===== src/rtl/fetch_pkg.sv =====
// Shared definitions for the instruction fetch stage: state encoding,
// default bus widths and the halt instruction encoding.
package fetch_pkg;

  localparam int unsigned ADDR_W_DEFAULT = 32'd9;
  localparam int unsigned DATA_W_DEFAULT = 32'd16;
  localparam logic [15:0] HALT_WORD_DEFAULT = 16'hFFFF;

  typedef enum logic [2:0] {
    IDLE    = 3'd0,
    FETCH   = 3'd1,
    CAPTURE = 3'd2,
    HOLD    = 3'd3,
    HALTED  = 3'd4
  } fetch_state_e;

endpackage


===== src/rtl/fetch_if.sv =====
// Bus bundle between the fetch stage, the instruction RAM and the
// decode/control consumer. The master modport is the fetch stage side.
interface fetch_if
  import fetch_pkg::*;
#(
  parameter int unsigned ADDR_W = ADDR_W_DEFAULT,
  parameter int unsigned DATA_W = DATA_W_DEFAULT
);
  logic [ADDR_W-1:0] iram_addr;
  logic              iram_read_en;
  logic [DATA_W-1:0] iram_data;
  logic [DATA_W-1:0] ir_out;
  logic              ir_valid;
  logic              ir_ready;
  logic              branch_en;
  logic [ADDR_W-1:0] branch_addr;
  logic [ADDR_W-1:0] pc_out;

  modport master (
    output iram_addr, iram_read_en, ir_out, ir_valid, pc_out,
    input  iram_data, ir_ready, branch_en, branch_addr
  );

  modport slave (
    input  iram_addr, iram_read_en, ir_out, ir_valid, pc_out,
    output iram_data, ir_ready, branch_en, branch_addr
  );
endinterface


===== src/rtl/fetch_pc.sv =====
// Program counter register: increments with natural wrap at 2^ADDR_W and
// loads a branch target. A load takes priority over an increment.
module fetch_pc
  import fetch_pkg::*;
#(
  parameter int unsigned ADDR_W   = ADDR_W_DEFAULT,
  parameter int unsigned RESET_PC = 32'd1
) (
  input  logic              clk,
  input  logic              rst_n,
  input  logic              inc_en,
  input  logic              load_en,
  input  logic [ADDR_W-1:0] load_addr,
  output logic [ADDR_W-1:0] pc
);

  logic [ADDR_W-1:0] pc_r;

  // PC update: branch load, else increment, else hold
  always_ff @(posedge clk or negedge rst_n) begin
    if (!rst_n) begin
      pc_r <= ADDR_W'(RESET_PC);
    end else if (load_en) begin
      pc_r <= load_addr;
    end else if (inc_en) begin
      pc_r <= pc_r + ADDR_W'(1'b1);
    end else begin
      pc_r <= pc_r;
    end
  end

  assign pc = pc_r;

endmodule


===== src/rtl/fetch_unit.sv =====
// Instruction fetch stage. Drives the instruction RAM address/read enable,
// captures the returned word one cycle later and offers it to the consumer
// over a valid/ready handshake; branch redirects are taken on acceptance.
// Optional feature macro: FETCH_HALT_EN (stop fetching on the halt word).
module fetch_unit
  import fetch_pkg::*;
#(
  parameter int unsigned ADDR_W   = ADDR_W_DEFAULT,
  parameter int unsigned DATA_W   = DATA_W_DEFAULT,
  parameter int unsigned RESET_PC = 32'd1
`ifdef FETCH_HALT_EN
  , parameter logic [DATA_W-1:0] HALT_WORD = DATA_W'(HALT_WORD_DEFAULT)
`endif
) (
  input  logic     clk,
  input  logic     rst_n,
  input  logic     start,
  fetch_if.master  bus,
  output logic     halted
);

  fetch_state_e      state_r;
  fetch_state_e      state_next_s;
  logic              accept_s;
  logic              capture_s;
  logic              pc_inc_s;
  logic              pc_load_s;
  logic              read_en_r;
  logic              ir_valid_r;
  logic [DATA_W-1:0] ir_out_r;
  logic [ADDR_W-1:0] pc_out_r;
  logic [ADDR_W-1:0] pc_s;
`ifdef FETCH_HALT_EN
  logic              halt_hit_s;
  logic              halted_r;
`endif

  assign accept_s = ir_valid_r && bus.ir_ready;

  fetch_pc #(
    .ADDR_W   (ADDR_W),
    .RESET_PC (RESET_PC)
  ) u_pc (
    .clk       (clk),
    .rst_n     (rst_n),
    .inc_en    (pc_inc_s),
    .load_en   (pc_load_s),
    .load_addr (bus.branch_addr),
    .pc        (pc_s)
  );

  // Next-state and control decode for the fetch sequencer
  always_comb begin
    state_next_s = state_r;
    capture_s    = 1'b0;
    pc_inc_s     = 1'b0;
    pc_load_s    = 1'b0;
`ifdef FETCH_HALT_EN
    halt_hit_s   = 1'b0;
`endif
    case (state_r)
      IDLE: begin
        if (start) begin
          state_next_s = FETCH;
        end else begin
          state_next_s = IDLE;
        end
      end
      FETCH: begin
        state_next_s = CAPTURE;
      end
      CAPTURE: begin
`ifdef FETCH_HALT_EN
        if (bus.iram_data == HALT_WORD) begin
          state_next_s = HALTED;
          halt_hit_s   = 1'b1;
        end else begin
          state_next_s = HOLD;
          capture_s    = 1'b1;
          pc_inc_s     = 1'b1;
        end
`else
        state_next_s = HOLD;
        capture_s    = 1'b1;
        pc_inc_s     = 1'b1;
`endif
      end
      HOLD: begin
        if (accept_s) begin
          state_next_s = FETCH;
          pc_load_s    = bus.branch_en;
        end else begin
          state_next_s = HOLD;
        end
      end
`ifdef FETCH_HALT_EN
      HALTED: begin
        state_next_s = HALTED;
      end
`endif
      default: begin
        state_next_s = IDLE;
      end
    endcase
  end

  // State register plus read enable registered from the next state
  always_ff @(posedge clk or negedge rst_n) begin
    if (!rst_n) begin
      state_r   <= IDLE;
      read_en_r <= 1'b0;
    end else begin
      state_r   <= state_next_s;
      read_en_r <= (state_next_s == FETCH);
    end
  end

  // Instruction register, its address and the valid flag
  always_ff @(posedge clk or negedge rst_n) begin
    if (!rst_n) begin
      ir_out_r   <= '0;
      pc_out_r   <= '0;
      ir_valid_r <= 1'b0;
    end else if (capture_s) begin
      ir_out_r   <= bus.iram_data;
      pc_out_r   <= pc_s;
      ir_valid_r <= 1'b1;
    end else if (accept_s) begin
      ir_valid_r <= 1'b0;
    end else begin
      ir_valid_r <= ir_valid_r;
    end
  end

`ifdef FETCH_HALT_EN
  // Sticky halt flag, cleared only by reset
  always_ff @(posedge clk or negedge rst_n) begin
    if (!rst_n) begin
      halted_r <= 1'b0;
    end else if (halt_hit_s) begin
      halted_r <= 1'b1;
    end else begin
      halted_r <= halted_r;
    end
  end
  assign halted = halted_r;
`else
  assign halted = 1'b0;
`endif

  assign bus.iram_addr    = pc_s;
  assign bus.iram_read_en = read_en_r;
  assign bus.ir_out       = ir_out_r;
  assign bus.pc_out       = pc_out_r;
  assign bus.ir_valid     = ir_valid_r;

endmodule

===== src/flat_wrapper.sv =====
// flat-port wrapper written by rule: the top's interface ports become plain ports
module fetch_unit_flat import fetch_pkg::*;
#(
  parameter int unsigned ADDR_W   = ADDR_W_DEFAULT,
  parameter int unsigned DATA_W   = DATA_W_DEFAULT,
  parameter int unsigned RESET_PC = 32'd1

)
  (clk, rst_n, start, halted, bus_iram_addr, bus_iram_read_en, bus_ir_out, bus_ir_valid, bus_pc_out, bus_iram_data, bus_ir_ready, bus_branch_en, bus_branch_addr);
  fetch_if #(.ADDR_W(ADDR_W), .DATA_W(DATA_W)) bus_i ();
  input  logic clk;
  input  logic rst_n;
  input  logic start;
  output logic halted;
  output wire logic [$bits(bus_i.iram_addr)-1:0] bus_iram_addr;
  output wire logic [$bits(bus_i.iram_read_en)-1:0] bus_iram_read_en;
  output wire logic [$bits(bus_i.ir_out)-1:0] bus_ir_out;
  output wire logic [$bits(bus_i.ir_valid)-1:0] bus_ir_valid;
  output wire logic [$bits(bus_i.pc_out)-1:0] bus_pc_out;
  input wire logic [$bits(bus_i.iram_data)-1:0] bus_iram_data;
  input wire logic [$bits(bus_i.ir_ready)-1:0] bus_ir_ready;
  input wire logic [$bits(bus_i.branch_en)-1:0] bus_branch_en;
  input wire logic [$bits(bus_i.branch_addr)-1:0] bus_branch_addr;
  assign bus_iram_addr = bus_i.iram_addr;
  assign bus_iram_read_en = bus_i.iram_read_en;
  assign bus_ir_out = bus_i.ir_out;
  assign bus_ir_valid = bus_i.ir_valid;
  assign bus_pc_out = bus_i.pc_out;
  assign bus_i.iram_data = bus_iram_data;
  assign bus_i.ir_ready = bus_ir_ready;
  assign bus_i.branch_en = bus_branch_en;
  assign bus_i.branch_addr = bus_branch_addr;
  fetch_unit #(.ADDR_W(ADDR_W), .DATA_W(DATA_W), .RESET_PC(RESET_PC)) u_core (.clk(clk), .rst_n(rst_n), .start(start), .bus(bus_i), .halted(halted));
endmodule

===== config.mk =====
export PLATFORM = sky130hd
export DESIGN_NAME = fetch_unit_flat
export DESIGN_NICKNAME = d
export VERILOG_FILES = /design/src/rtl/fetch_pkg.sv /design/src/rtl/fetch_if.sv /design/src/rtl/fetch_pc.sv /design/src/rtl/fetch_unit.sv /design/src/flat_wrapper.sv
export SDC_FILE = /design/constraint.sdc
export NUM_CORES = 1
export LEC_CHECK = 0
export ABC_CLOCK_PERIOD_IN_PS = 1350
export BUFFER_PORTS_ARGS = -buffer_cell sky130_fd_sc_hd__buf_2
export CAP_MARGIN = 20
export CORE_MARGIN = 5
export CORE_UTILIZATION = 31
export CTS_BUF_LIST = sky130_fd_sc_hd__clkbuf_2 sky130_fd_sc_hd__clkbuf_4 sky130_fd_sc_hd__clkbuf_8
export DETAILED_ROUTE_END_ITERATION = 10
export PLACE_DENSITY = 0.67
export SKIP_CTS_REPAIR_TIMING = 1
export SLEW_MARGIN = 30
export SYNTH_ARGS = -nofsm -noshare
export SYNTH_HDL_FRONTEND = slang
export SYNTH_SLANG_ARGS = --single-unit

===== constraint.sdc =====
create_clock -name clk -period 1.35 [get_ports clk]
set_input_delay 0.135 -clock clk [delete_from_list [all_inputs] [get_ports clk]]
set_output_delay 0.135 -clock clk [all_outputs]
set_load 0.02 [all_outputs]

==> results.py <==
metrics = {
    "pwr": {
        "cellLeakagePower_nw": 1.20,
        "p_total_mw": 5.14,
        "p_int_mw": 2.98,
        "swShare_pct": 42.0,
        "pwr-share-clk_pct": 15.7,
        "p_switching_mw": 2.16,
        "power_frac_seq_pct": 39.2,
        "power_density_nw_per_um2": 2250,
        "power.share.combinational_pct": 45.1,
        "ir_worst_vdd_v": 0.000679,
    },
    "routing": {
        "via_per_inst": 4.26,
        "routedWlPerCell_um": 12.1,
        "drt-met1-wl_um": 1730,
        "vias": 1381,
        "drtPass1Iterations": 4,
        "highest_layer": "met4",
        "met3_length_um": 326,
        "wl_met2_um": 1790,
        "drt-initial-drc-count": 62,
        "drc_errors": 0,
        "final_antenna_net_count": 0,
        "wl_um": 3910,
    },
    "sta": {
        "rsz0062_at_grt": "true",
        "finalSetupTns_ns": 0,
        "fin_crit_sh_pct": 97.6,
        "fin_crit_ns": 1.32,
        "hold_violations": 0,
        "fmax_ghz": 0.759,
        "skew_ns": 0.00274,
        "slew_violations": 0,
        "setup_viol": 0,
    },
    "hold_path": {
        "holdPathEnd": "u_core.bus.ir_out[10]$_DFFE_PN0P_",
        "holdPathStages": 3,
        "holdCritStartpoint": "bus_iram_data[10]",
        "holdCritPathClass": "primary input to register",
    },
    "die": {
        "core.rowCount": 26,
        "start_util_pct": 31.9,
        "ioPinCount": 67,
        "die-area_um2": 6810,
        "core_region_area_um2": 5110,
        "die_w_um": 82.5,
        "die_h_um": 82.5,
    },
    "global_routing": {
        "grt_pass1_vias": 1338,
        "grt_max_degree": 25,
        "antenna_found_initial": 0,
        "grt.overflow.total": 0,
        "grt_pass1_wl_um": 6150,
        "globalRouteTotalUtil_pct": 12.1,
    },
    "layout": {
        "layout_commonest_cell": "nand2_1",
        "layout_common_cells": "82 x nand2_1, 65 x buf_2, 35 x dfrtp_1",
        "drive_gt1_share_pct": 40.6,
        "final_nets": 284,
        "regArea_um2": 955,
        "area_growth_pct": 40.0,
        "fin_area_um2": 2280,
        "final_cells": 324,
        "n_fill_cell": 513,
        "multi_input_area_um2": 652,
        "antenna_cells": 0,
    },
    "synthesis": {
        "yosys.area.top_type_share_pct": 56.8,
        "synth_fp_nets": 205,
        "netlist_instances": 174,
        "yosys_warnings": 0,
        "synth-seq-cells": 38,
        "synth.distinct_cells": 30,
        "synth.area.top_cells": "dfrtp_1 57%, nand2_1 19%, buf_4 2.8%",
        "yosysTopAreaCell": "dfrtp_1",
        "synth_sequential_area_ratio_pct": 58.4,
        "avgSynthCellArea_um2": 9.37,
        "syn_area_um2": 1630,
    },
    "worst_setup_path": {
        "max_stage_delay_ns": 0.43,
        "critPathCaptureType": "register",
        "cp-start-kind": "register",
        "r2r-start": "u_core.state_r[0]$_DFF_PN0_",
        "critPathLaunch": "u_core.state_r[0]$_DFF_PN0_",
        "crit_path_max_fanout": 7,
        "cp_cell_sequence": "and3_4, and3_4, o21ai_2, a221o_1",
        "reg2reg_depth": 4,
        "path_class": "register to register",
        "worst_path_max_delay_cell": "dfrtp_2",
        "required_ns": 1.52,
        "crit_top_cell": "and3_4",
        "r2r_end": "u_core.u_pc.pc[5]$_DFFE_PN0P_",
        "ff2ff_setup_slack_ns": 0.03,
        "cp.arrival_ns": 1.49,
    },
    "clocking": {
        "numCtsBuffers": 5,
        "cts_tree": "done",
        "clock_latency_ns": 0.28,
        "clock_sinks": 38,
        "root_buffer": "clkbuf_8",
        "clockBufferDepth": 2,
        "htree_levels": 2,
        "clkSlewWorstSetupHoldPaths_ns": 0.07,
    },
    "flow_run": {
        "drv_cap": 0,
    },
    "placed_design": {
        "dp_hpwl_um": 2930,
        "dp_cells": 313,
        "portBuffers": 65,
        "place_area_um2": 2120,
        "gp_congestion": 0.741,
    },
    "status": {
        "status": "complete, no violations",
    },
}
[synthesized netlist by cell type, drive strengths merged]
| library cell | number |
|---|---|
| a21o | 1 |
| xor2 | 3 |
| nand2b | 1 |
| nor2 | 2 |
| nor3 | 3 |
| dfstp | 1 |
| nand3 | 1 |
| nand2 | 84 |
| ha | 1 |
| nand4b | 2 |
| xnor2 | 4 |
| nor2b | 2 |
| conb | 1 |
| nor3b | 1 |
| clkbuf | 1 |
| nor4 | 1 |
| a21oi | 1 |
| mux2i | 1 |
| buf | 9 |
| nand4 | 2 |
| inv | 2 |
| a221o | 2 |
| and3 | 2 |
| o21ai | 9 |
| dfrtp | 37 |
[how the worst max path moves through the flow]
stage / slack, ns / to
2_1_floorplan: 0.003 / u_core.u_pc.pc[5]$_DFFE_PN0P_
3_3_place_gp: 0.06 / u_core.u_pc.pc[5]$_DFFE_PN0P_
3_5_place_dp: 0.02 / u_core.u_pc.pc[5]$_DFFE_PN0P_
4_1_cts: 0.01 / u_core.u_pc.pc[5]$_DFFE_PN0P_
5_1_grt: -0.03 / u_core.u_pc.pc[8]$_DFFE_PN0P_
6_report: 0.03 / u_core.u_pc.pc[5]$_DFFE_PN0P_
[power groups by stage]
stage          Combinational (mW)  Clock [mW]  Sequential, mW
3_3_place_gp                 2.27           0            2.03
4_1_cts                      2.31       0.851            2.02
5_1_grt                      2.57       0.886            2.10
3_5_place_dp                 2.30           0            2.05
2_1_floorplan               0.727           0            2.70
6_report                     2.32       0.806            2.02
[critical path: cells and delay by family (launching register included)]
| family | cells | cell delay (ns) |
|---|---|---|
| simple gates | 2 | 0.42 |
| flops | 1 | 0.43 |
| compound gates | 2 | 0.34 |
[area by class of cell]
cell class                      count  share of cell area (%)
Clock buffer                        6                    3.62
Clock inverter                      2                   0.548
Inverter                            2                   0.329
Multi-Input combinational cell    124                    28.6
Sequential cell                    38                    41.8
Tap cell                           70                    3.84
Timing Repair Buffer               82                    21.3
[cell families after synthesis]
kind of cell / share of synthesized area [%]
buffers and inverters: 4.76
other: 0.230
AOI/OAI and AO/OA: 5.22
DFF: 58.4
muxes: 0.614
and+or+nand+nor: 26.2
adders and majority gates: 0.767
xor gates and xnor gates: 3.76
[sequential cells by signal (all words and copies together), names as in the netlist]
signal                   flops
u_core.bus.ir_out           16
u_core.u_pc.pc               9
u_core.bus.iram_read_en      1
u_core.bus.pc_out            9
u_core.state_r               2
u_core.bus.ir_valid          1
[layer usage]
| metal | track usage [%] | up-vias |
|---|---|---|
| li1 | - | 708 |
| met1 | 15.8 | 620 |
| met2 | 18.6 | 46 |
| met3 | 3.58 | 7 |
| met4 | 5.39 | 0 |
| met5 | 0 | - |
[metrics by stage]
stage	util [%]	setup WS (ns)	hold WS (ns)
after global placement	41.6	0.0569	0.102
after detailed placement	41.6	0.0238	0.104
after CTS	43.5	0.00950	-0.211
final	44.7	0.0329	0.0327
after floorplan	-	0.00270	-0.161
after global routing	44.7	-0.0339	0.0261
Power figures use the tool's default switching activity.
